`src/rtl/inst_ram_arb_pkg.sv`:
```
// Shared types and default widths for the instruction RAM arbiter.
// Optional perf counters are enabled with INST_RAM_ARB_PERF_EN.
package inst_ram_arb_pkg;

    localparam int unsigned DEF_ADDR_W        = 12;
    localparam int unsigned DEF_DATA_W        = 32;
    localparam int unsigned DEF_MAX_DBG_BURST = 4;
    localparam int unsigned PERF_CNT_W        = 32;

    // Owner of the access whose read data returns next cycle.
    typedef enum logic [1:0] {
        OWN_NONE = 2'd0,
        OWN_IF   = 2'd1,
        OWN_DBG  = 2'd2
    } owner_e;

endpackage : inst_ram_arb_pkg

```
`src/rtl/inst_ram_arbiter_if.sv`:
```
// Bundle between the IF stage, the debug loader, the instruction RAM and the arbiter.
// slave is the arbiter's view; master is the requesters' and RAM's view.
interface inst_ram_arbiter_if
    import inst_ram_arb_pkg::*;
#(
    parameter int unsigned ADDR_W = DEF_ADDR_W,
    parameter int unsigned DATA_W = DEF_DATA_W
);
    localparam int unsigned BE_W = DATA_W / 8;

    logic              if_req;
    logic [ADDR_W-1:0] if_addr;
    logic              if_stall;
    logic              if_rvalid;
    logic [DATA_W-1:0] if_rdata;

    logic              dbg_req;
    logic [BE_W-1:0]   dbg_we;
    logic [ADDR_W-1:0] dbg_addr;
    logic [DATA_W-1:0] dbg_wdata;
    logic              dbg_halt;
    logic              dbg_gnt;
    logic              dbg_ack;
    logic [DATA_W-1:0] dbg_rdata;

    logic [BE_W-1:0]   ram_wea;
    logic [ADDR_W-1:0] ram_addra;
    logic [DATA_W-1:0] ram_dina;
    logic [DATA_W-1:0] ram_douta;

    modport slave (
        input  if_req, if_addr,
        output if_stall, if_rvalid, if_rdata,
        input  dbg_req, dbg_we, dbg_addr, dbg_wdata, dbg_halt,
        output dbg_gnt, dbg_ack, dbg_rdata,
        output ram_wea, ram_addra, ram_dina,
        input  ram_douta
    );

    modport master (
        output if_req, if_addr,
        input  if_stall, if_rvalid, if_rdata,
        output dbg_req, dbg_we, dbg_addr, dbg_wdata, dbg_halt,
        input  dbg_gnt, dbg_ack, dbg_rdata,
        input  ram_wea, ram_addra, ram_dina,
        output ram_douta
    );

endinterface : inst_ram_arbiter_if

```
`src/rtl/inst_ram_arb_perf.sv`:
```
// Utilisation counters for the instruction RAM arbiter; wrap at 2^32, clear on rst.
// Compiled only when INST_RAM_ARB_PERF_EN is defined.
`ifdef INST_RAM_ARB_PERF_EN
module inst_ram_arb_perf
    import inst_ram_arb_pkg::*;
(
    input  logic                  clk,
    input  logic                  rst,
    input  logic                  if_stall,
    input  logic                  dbg_gnt,
    input  logic                  if_gnt,
    output logic [PERF_CNT_W-1:0] perf_if_stall_cnt,
    output logic [PERF_CNT_W-1:0] perf_dbg_cnt,
    output logic [PERF_CNT_W-1:0] perf_if_cnt
);

    always_ff @(posedge clk) begin
        if (rst) begin
            perf_if_stall_cnt <= '0;
            perf_dbg_cnt      <= '0;
            perf_if_cnt       <= '0;
        end else begin
            perf_if_stall_cnt <= perf_if_stall_cnt + PERF_CNT_W'(if_stall);
            perf_dbg_cnt      <= perf_dbg_cnt + PERF_CNT_W'(dbg_gnt);
            perf_if_cnt       <= perf_if_cnt + PERF_CNT_W'(if_gnt);
        end
    end

endmodule : inst_ram_arb_perf
`endif

```
`src/rtl/inst_ram_arbiter.sv`:
```
// Shares the instruction RAM port between IF fetch and the debug loader, routing read data back.
// Define INST_RAM_ARB_PERF_EN to add the perf_* counter outputs.
module inst_ram_arbiter
    import inst_ram_arb_pkg::*;
#(
    parameter int unsigned ADDR_W        = DEF_ADDR_W,
    parameter int unsigned DATA_W        = DEF_DATA_W,
    parameter int unsigned MAX_DBG_BURST = DEF_MAX_DBG_BURST
) (
    input  logic clk,
    input  logic rst,
    inst_ram_arbiter_if.slave bus
`ifdef INST_RAM_ARB_PERF_EN
    ,
    output logic [PERF_CNT_W-1:0] perf_if_stall_cnt,
    output logic [PERF_CNT_W-1:0] perf_dbg_cnt,
    output logic [PERF_CNT_W-1:0] perf_if_cnt
`endif
);

    localparam int unsigned BE_W  = DATA_W / 8;
    localparam int unsigned CNT_W = $clog2(MAX_DBG_BURST + 1);
    localparam logic [CNT_W-1:0] BURST_MAX = CNT_W'(MAX_DBG_BURST);

    logic              fetch_wait;
    logic              dbg_gnt;
    logic              if_gnt;
    logic [CNT_W-1:0]  burst_cnt;
    logic [CNT_W-1:0]  burst_cnt_nxt;
    logic [ADDR_W-1:0] addr_q;
    logic [BE_W-1:0]   ram_wea_c;
    logic [ADDR_W-1:0] ram_addr_c;
    logic [DATA_W-1:0] ram_din_c;
    owner_e            resp_owner;
    owner_e            resp_owner_nxt;

    // A fetch that could be served this cycle; debug only yields to it once the burst is spent.
    assign fetch_wait = bus.if_req && !bus.dbg_halt;

    always_comb begin : grant
        dbg_gnt = 1'b0;
        if_gnt  = 1'b0;
        if (!rst) begin
            if (bus.dbg_req && (!fetch_wait || (burst_cnt < BURST_MAX))) begin
                dbg_gnt = 1'b1;
            end else if (fetch_wait) begin
                if_gnt = 1'b1;
            end
        end
    end

    assign bus.dbg_gnt  = dbg_gnt;
    assign bus.if_stall = !rst && bus.if_req && !if_gnt;

    always_comb begin : burst_next
        burst_cnt_nxt = burst_cnt;
        if (!fetch_wait || if_gnt) begin
            burst_cnt_nxt = '0;
        end else if (dbg_gnt && (burst_cnt < BURST_MAX)) begin
            burst_cnt_nxt = burst_cnt + CNT_W'(1);
        end
    end

    always_ff @(posedge clk) begin : burst_reg
        if (rst) begin
            burst_cnt <= '0;
        end else begin
            burst_cnt <= burst_cnt_nxt;
        end
    end

    // With no grant the address is parked on its last value; data and enables drop to zero.
    always_comb begin : ram_drive
        ram_wea_c  = '0;
        ram_addr_c = addr_q;
        ram_din_c  = '0;
        if (rst) begin
            ram_addr_c = '0;
        end else if (dbg_gnt) begin
            ram_wea_c  = bus.dbg_we;
            ram_addr_c = bus.dbg_addr;
            ram_din_c  = bus.dbg_wdata;
        end else if (if_gnt) begin
            ram_addr_c = bus.if_addr;
        end
    end

    always_ff @(posedge clk) begin : addr_reg
        if (rst) begin
            addr_q <= '0;
        end else begin
            addr_q <= ram_addr_c;
        end
    end

    assign bus.ram_wea   = ram_wea_c;
    assign bus.ram_addra = ram_addr_c;
    assign bus.ram_dina  = ram_din_c;

    always_ff @(posedge clk) begin : resp_state
        if (rst) begin
            resp_owner <= OWN_NONE;
        end else begin
            resp_owner <= resp_owner_nxt;
        end
    end

    always_comb begin : resp_next
        resp_owner_nxt = OWN_NONE;
        if (dbg_gnt) begin
            resp_owner_nxt = OWN_DBG;
        end else if (if_gnt) begin
            resp_owner_nxt = OWN_IF;
        end
    end

    // Read data is steered to the owner only; a response pending across reset is dropped.
    always_comb begin : resp_out
        bus.if_rvalid = 1'b0;
        bus.if_rdata  = '0;
        bus.dbg_ack   = 1'b0;
        bus.dbg_rdata = '0;
        if (!rst) begin
            case (resp_owner)
                OWN_IF: begin
                    bus.if_rvalid = 1'b1;
                    bus.if_rdata  = bus.ram_douta;
                end
                OWN_DBG: begin
                    bus.dbg_ack   = 1'b1;
                    bus.dbg_rdata = bus.ram_douta;
                end
                default: ;
            endcase
        end
    end

`ifdef INST_RAM_ARB_PERF_EN
    inst_ram_arb_perf u_perf (
        .clk               (clk),
        .rst               (rst),
        .if_stall          (bus.if_stall),
        .dbg_gnt           (dbg_gnt),
        .if_gnt            (if_gnt),
        .perf_if_stall_cnt (perf_if_stall_cnt),
        .perf_dbg_cnt      (perf_dbg_cnt),
        .perf_if_cnt       (perf_if_cnt)
    );
`endif

    a_one_grant : assert property (@(posedge clk) disable iff (rst) !(dbg_gnt && if_gnt));
    a_write_dbg : assert property (@(posedge clk) disable iff (rst) (ram_wea_c != '0) |-> dbg_gnt);
    a_halt_blk  : assert property (@(posedge clk) disable iff (rst) bus.dbg_halt |-> !if_gnt);
    a_burst_max : assert property (@(posedge clk) disable iff (rst) burst_cnt <= BURST_MAX);

endmodule : inst_ram_arbiter

```
`src/flat_wrapper.sv`:
```
// flat-port wrapper written by rule: the top's interface ports become plain ports
module inst_ram_arbiter_flat import inst_ram_arb_pkg::*;
#(
    parameter int unsigned ADDR_W        = DEF_ADDR_W,
    parameter int unsigned DATA_W        = DEF_DATA_W,
    parameter int unsigned MAX_DBG_BURST = DEF_MAX_DBG_BURST
)
  (clk, rst, bus_if_req, bus_if_addr, bus_if_stall, bus_if_rvalid, bus_if_rdata, bus_dbg_req, bus_dbg_we, bus_dbg_addr, bus_dbg_wdata, bus_dbg_halt, bus_dbg_gnt, bus_dbg_ack, bus_dbg_rdata, bus_ram_wea, bus_ram_addra, bus_ram_dina, bus_ram_douta);
  inst_ram_arbiter_if #(.ADDR_W(ADDR_W), .DATA_W(DATA_W)) bus_i ();
  input  logic clk;
  input  logic rst;
  input wire logic [$bits(bus_i.if_req)-1:0] bus_if_req;
  input wire logic [$bits(bus_i.if_addr)-1:0] bus_if_addr;
  output wire logic [$bits(bus_i.if_stall)-1:0] bus_if_stall;
  output wire logic [$bits(bus_i.if_rvalid)-1:0] bus_if_rvalid;
  output wire logic [$bits(bus_i.if_rdata)-1:0] bus_if_rdata;
  input wire logic [$bits(bus_i.dbg_req)-1:0] bus_dbg_req;
  input wire logic [$bits(bus_i.dbg_we)-1:0] bus_dbg_we;
  input wire logic [$bits(bus_i.dbg_addr)-1:0] bus_dbg_addr;
  input wire logic [$bits(bus_i.dbg_wdata)-1:0] bus_dbg_wdata;
  input wire logic [$bits(bus_i.dbg_halt)-1:0] bus_dbg_halt;
  output wire logic [$bits(bus_i.dbg_gnt)-1:0] bus_dbg_gnt;
  output wire logic [$bits(bus_i.dbg_ack)-1:0] bus_dbg_ack;
  output wire logic [$bits(bus_i.dbg_rdata)-1:0] bus_dbg_rdata;
  output wire logic [$bits(bus_i.ram_wea)-1:0] bus_ram_wea;
  output wire logic [$bits(bus_i.ram_addra)-1:0] bus_ram_addra;
  output wire logic [$bits(bus_i.ram_dina)-1:0] bus_ram_dina;
  input wire logic [$bits(bus_i.ram_douta)-1:0] bus_ram_douta;
  assign bus_i.if_req = bus_if_req;
  assign bus_i.if_addr = bus_if_addr;
  assign bus_if_stall = bus_i.if_stall;
  assign bus_if_rvalid = bus_i.if_rvalid;
  assign bus_if_rdata = bus_i.if_rdata;
  assign bus_i.dbg_req = bus_dbg_req;
  assign bus_i.dbg_we = bus_dbg_we;
  assign bus_i.dbg_addr = bus_dbg_addr;
  assign bus_i.dbg_wdata = bus_dbg_wdata;
  assign bus_i.dbg_halt = bus_dbg_halt;
  assign bus_dbg_gnt = bus_i.dbg_gnt;
  assign bus_dbg_ack = bus_i.dbg_ack;
  assign bus_dbg_rdata = bus_i.dbg_rdata;
  assign bus_ram_wea = bus_i.ram_wea;
  assign bus_ram_addra = bus_i.ram_addra;
  assign bus_ram_dina = bus_i.ram_dina;
  assign bus_i.ram_douta = bus_ram_douta;
  inst_ram_arbiter #(.ADDR_W(ADDR_W), .DATA_W(DATA_W), .MAX_DBG_BURST(MAX_DBG_BURST)) u_core (.clk(clk), .rst(rst), .bus(bus_i));
endmodule
```
`config.mk`:
```
export PLATFORM = sky130hd
export DESIGN_NAME = inst_ram_arbiter_flat
export DESIGN_NICKNAME = d
export VERILOG_FILES = /design/src/rtl/inst_ram_arb_pkg.sv /design/src/rtl/inst_ram_arbiter_if.sv /design/src/rtl/inst_ram_arb_perf.sv /design/src/rtl/inst_ram_arbiter.sv /design/src/flat_wrapper.sv
export SDC_FILE = /design/constraint.sdc
export NUM_CORES = 1
export LEC_CHECK = 0
export ABC_AREA = 1
export ABC_CLOCK_PERIOD_IN_PS = 1400
export BUFFER_PORTS_ARGS = -buffer_cell sky130_fd_sc_hd__buf_2
export CAP_MARGIN = 40
export CORE_AREA = 2 2 82 84
export CTS_CLUSTER_SIZE = 8
export DETAILED_ROUTE_END_ITERATION = 8
export DIE_AREA = 0 0 84 86
export GPL_TIMING_DRIVEN = 0
export PLACE_DENSITY = 0.75
export SYNTH_ARGS = -nofsm -noshare
export SYNTH_HDL_FRONTEND = slang
export SYNTH_SLANG_ARGS = --single-unit
```
`constraint.sdc`:
```
create_clock -name clk -period 1.4 [get_ports clk]
set_input_delay 0.28 -clock clk [delete_from_list [all_inputs] [get_ports clk]]
set_output_delay 0.28 -clock clk [all_outputs]
set_load 0.05 [all_outputs]
```
== Yosys cells after proc, flatten, opt, wreduce, memory -nomap -nowiden ==
Index checks and enable logic that the tools add are counted.
Operators by class
  $lt $le $gt $ge: 1
  eq/ne operators: 2
  add/subtract/negate cells: 1
  multiplexer cells: 22
  reductions and logical operators: 13
Operator list (count)
  $mux W32: 6
  $mux W12: 3
  $mux W1: 10
  $mux W4: 2
  $logic_and A1 B1 Y1: 5
  $logic_not A1 Y1: 4
  $reduce_or A2 Y1: 2
  $add A3 B1 Y3 const B: 1
  $lt A3 B3 Y1 const B: 1
  $eq A2 B1 Y1 const B: 1
  $eq A2 B2 Y1 const B: 1
  $logic_or A1 B1 Y1: 2
  $mux W2: 1
Word-level totals
  register bits: 17
  logic and storage cells: 43

== Logic depth before layout (Yosys ltp) ==
  depth after elaboration: 10
  mapped depth: 8

== Worst setup path after synthesis ==
OpenSTA, ideal clock, no wires.
  kind: reg2out
  start point: register u_core.burst_cnt[2]
  end point: output port bus_ram_addra[2]
  cell stages (with the launch flop): 6
  data arrival time: 1894 ps
  setup slack: -774 ps
  cell sequence: dfxtp_1 > nand2_2 > nand2_1 > buf_4 > o211ai_2 > o21ai_0
Between the ends
  word-level cells in the longest chain between the ends: 8
  elaborated cells on any way between the ends: 10
RTL lines
  start: declaration: RTL line inst_ram_arbiter.sv:28  | logic [CNT_W-1:0] burst_cnt;
  start signal: assignment: RTL line inst_ram_arbiter.sv:68  | burst_cnt <= burst_cnt_nxt;
  $lt A3 B3 Y1 *: RTL line inst_ram_arbiter.sv:44  | if (bus.dbg_req && (!fetch_wait || (burst_cnt < BURST_MAX))) begin
  $logic_or A1 B1 Y1 *: RTL line inst_ram_arbiter.sv:44
  $logic_and A1 B1 Y1 *: RTL line inst_ram_arbiter.sv:44
  $mux W1: RTL line inst_ram_arbiter.sv:44
  $mux W1: RTL line inst_ram_arbiter.sv:43  | if (!rst) begin
  $mux W12: RTL line inst_ram_arbiter.sv:83  | end else if (if_gnt) begin
  $mux W12 *: RTL line inst_ram_arbiter.sv:79  | end else if (dbg_gnt) begin
  $mux W12 *: RTL line inst_ram_arbiter.sv:77  | if (rst) begin
  end: declaration: RTL line flat_wrapper.sv:26  | output wire logic [$bits(bus_i.ram_addra)-1:0] bus_ram_addra;
Mark *: on every way between the ends. The rest lies on a longest branch, timed or not.

== Final worst setup path ==
  start point: input port bus_if_req
  end point: output port bus_ram_addra[1]
Between the ends
  word-level cells in the longest chain between the ends: 9
  elaborated cells on any way between the ends: 12
RTL lines
  start: declaration: RTL line flat_wrapper.sv:12  | input wire logic [$bits(bus_i.if_req)-1:0] bus_if_req;
  $logic_and A1 B1 Y1 *: RTL line inst_ram_arbiter.sv:38  | assign fetch_wait = bus.if_req && !bus.dbg_halt;
  $logic_not A1 Y1: RTL line inst_ram_arbiter.sv:44
  $logic_or A1 B1 Y1: RTL line inst_ram_arbiter.sv:44
  $logic_and A1 B1 Y1: RTL line inst_ram_arbiter.sv:44
  $mux W1: RTL line inst_ram_arbiter.sv:44
  $mux W1: RTL line inst_ram_arbiter.sv:43
  $mux W12: RTL line inst_ram_arbiter.sv:83
  $mux W12 *: RTL line inst_ram_arbiter.sv:79
  $mux W12 *: RTL line inst_ram_arbiter.sv:77
Marked as above.

==> impl_metrics.toml <==
[run_status]
status = "finished, violations left"
violations = "negative setup slack"

[layout]
final_util_pct = 72.8
final_common_cell = "buf_2"
antennaDiodeCount = 0
fillCellCount = 435
multi_input_area_um2 = 1580
mostFrequentLayoutCells = "96 x buf_2, 87 x buf_4, 76 x inv_1, 68 x nor2_4, 46 x buf_6"
area_delta_synth_final_pct = 201
seq_area_um2 = 344
final_nets = 640
drive_above_1_share_pct = 73.9

[sta]
tightest_slew_ns = 0.396
hold_violations = 0
min_period_ns = 1.79
timing.final.crit_share_pct = 128
finalSetupViolations = 117
clock_skew_ns = 0.00140
setup_slack_ns = -0.395
grt_setup_unrepaired = "true"
slew_viol_final = 0
max_freq_mhz = 557
max-slew-margin-rel_pct = 73.5

[critical_path]
path_cells = "buf_4, inv_8, nor2_4, nand2_4, nand2_4, buf_4, o211ai_1, o21ai_4, buf_8"
critPathRequiredTime_ns = 1.12
end_kind = "output pin"
critical_path_arrival_ns = 1.51
critical-path-max-stage-delay_ns = 0.21
critical_path_buf_inv_count = 4
crit_slowest_cell = "nor2_4"
setup.worst_path.class = "input port to output pin"
critical_path.top_delay_family = "buffers and inverters"
crit_fanout = 5
worstSetupStartpointType = "input port"

[drt]
postRouteAntennaNets = 0
via_count = 2798
drt_wl_total_um = 8790
drt-pass1-iter-count = 4
vias_per_cell = 4.53
wl_per_cell_um = 14.2
drc_errors = 0
first_iter_violations = 79

[global_route]
antenna_found_initial = 0
track_usage_pct = 20.2
grt_pass1_vias = 2733
grt_pass1_wl_um = 12100
grt_start_max_net_pins = 11
overflow = 0

[floorplanning]
rows = 29
start_util_pct = 24.2
ios = 213
die_area_um2 = 7220
die_w_um = 84
core_area_um2 = 6280
die-height_um = 86

[power]
pwr-share-clk_pct = 16.4
p_per_area_nw_per_um2 = 489
swShare_pct = 44.7
leakagePower_nw = 2.43
seqPwrFrac_pct = 23.4
p_int_mw = 1.24
total_power_mw = 2.23
p_comb_share_pct = 60.2
ir_worst_vdd_mv = 0.469
p_switching_mw = 0.998

[synth]
yosysUniqueCellTypes = 20
synth-seq-cells = 17
netlist_area_um2 = 1520
yosysSeqAreaShare_pct = 22.4
syn_inst = 294
ys.warnings.count = 0
syn_area_per_cell_um2 = 5.17
synth_fp_nets = 392

[cts]
clk_latency_ns = 0.25
numCtsBuffers = 3
cts_root_buffer = "clkbuf_8"
htreeDepth = 1
cts_tree = "done"
cts_buffer_depth = 2
clock-sinks = 17
clkTransAtPathRegs_ns = 0.06

[placement]
place.gp.congestion = 0.805
dpl.hpwl_um = 5540
dp_slack_ns = -0.468
io_buffers = 212

[worst_hold_path]
hold_path.class = "input port to flop"

[flow_run]
maxCapViolations = 0
worst paths after layout:
kind                       start           endpoint  slack (ns)  cells after the start
max reg2reg  u_core.burst_cnt[2]   u_core.addr_q[1]       -0.03                      7
max                   bus_if_req   bus_ram_addra[1]       -0.39                      9
min reg2reg    u_core.addr_q[11]  u_core.addr_q[11]        0.55                      4
min              bus_dbg_addr[2]   u_core.addr_q[2]        0.27                      3
sequential cells by signal (all words and copies together), names as in the netlist:
name / count
u_core.addr_q: 12
u_core.burst_cnt: 3
u_core.resp_owner: 2
cells by family after synthesis:
kind of cell | synth area share, %
simple gates | 36.8
buf+inv | 25.2
compound gates | 14.2
flops | 22.4
xor+xnor | 0.577
fa+ha+maj | 0.824
power groups by stage:
stage                     Combinational, mW  Sequential, mW  Clock [mW]
final                                  1.34           0.522       0.367
after global routing                   1.41           0.524       0.403
after CTS                              1.23           0.521       0.373
after detailed placement               1.01           0.533           0
after global placement                 1.00           0.533           0
after floorplan                       0.738           0.531           0
cells in the mapped netlist:
master | instances | share of area (%)
nand2_2 | 1 | 0.41
nand2_1 | 17 | 4.2
xor2_1 | 1 | 0.58
dfxtp_1 | 17 | 22
inv_1 | 78 | 19
nand3_2 | 1 | 0.66
buf_4 | 3 | 1.5
ha_1 | 1 | 0.82
nor2_1 | 118 | 29
o211ai_1 | 10 | 4.9
o21ai_1 | 18 | 5.9
inv_2 | 4 | 0.99
buf_2 | 6 | 2.0
nand3_1 | 4 | 1.3
a21oi_1 | 1 | 0.33
nor3_1 | 1 | 0.33
o21ai_0 | 4 | 1.3
clkbuf_1 | 6 | 1.5
o211ai_2 | 2 | 1.6
nor2_4 | 1 | 0.74
metrics by stage:
step | area, µm² | setup TNS [ns] | instances | hold WS [ns]
2_1_floorplan | 2220 | -5.51 | 294 | 0.427
3_3_place_gp | 3370 | -35.62 | 583 | 0.514
3_5_place_dp | 3370 | -36.46 | 583 | 0.522
4_1_cts | 4270 | -28.88 | 605 | 0.297
5_1_grt | 4570 | -38.68 | 618 | 0.279
6_report | 4570 | -30.43 | 618 | 0.274
layer usage:
metal	routed length (µm)	part of all wire (%)	vias to the layer above	global-route usage (%)
li1	-	-	1341	-
met1	2840	32	1263	21.0
met2	5090	58	171	40.7
met3	646	7.3	23	3.56
met4	214	2.4	0	6.60
met5	0	0	-	0
tightest hold or removal path, cell delays in order:
cell     delay (ns)
buf_2          0.09
nand2_2        0.06
o21ai_0        0.07
area by class of cell:
type	instances	area share (%)
timing repair buffer	243	42.6
buffer	15	5.09
sequential	17	7.53
tap	77	2.11
clock buffer	4	0.986
multi-input combinational	180	34.6
inverter	82	7.04
timing repair:
item	in CTS	in global routing
hold buffers	0	0
endpoints found under the setup margin	116	116
buffers inserted	13	12
gates cloned	5	2
resized for setup	210	56
pin swaps	6	13
Power figures use the tool's default switching activity.
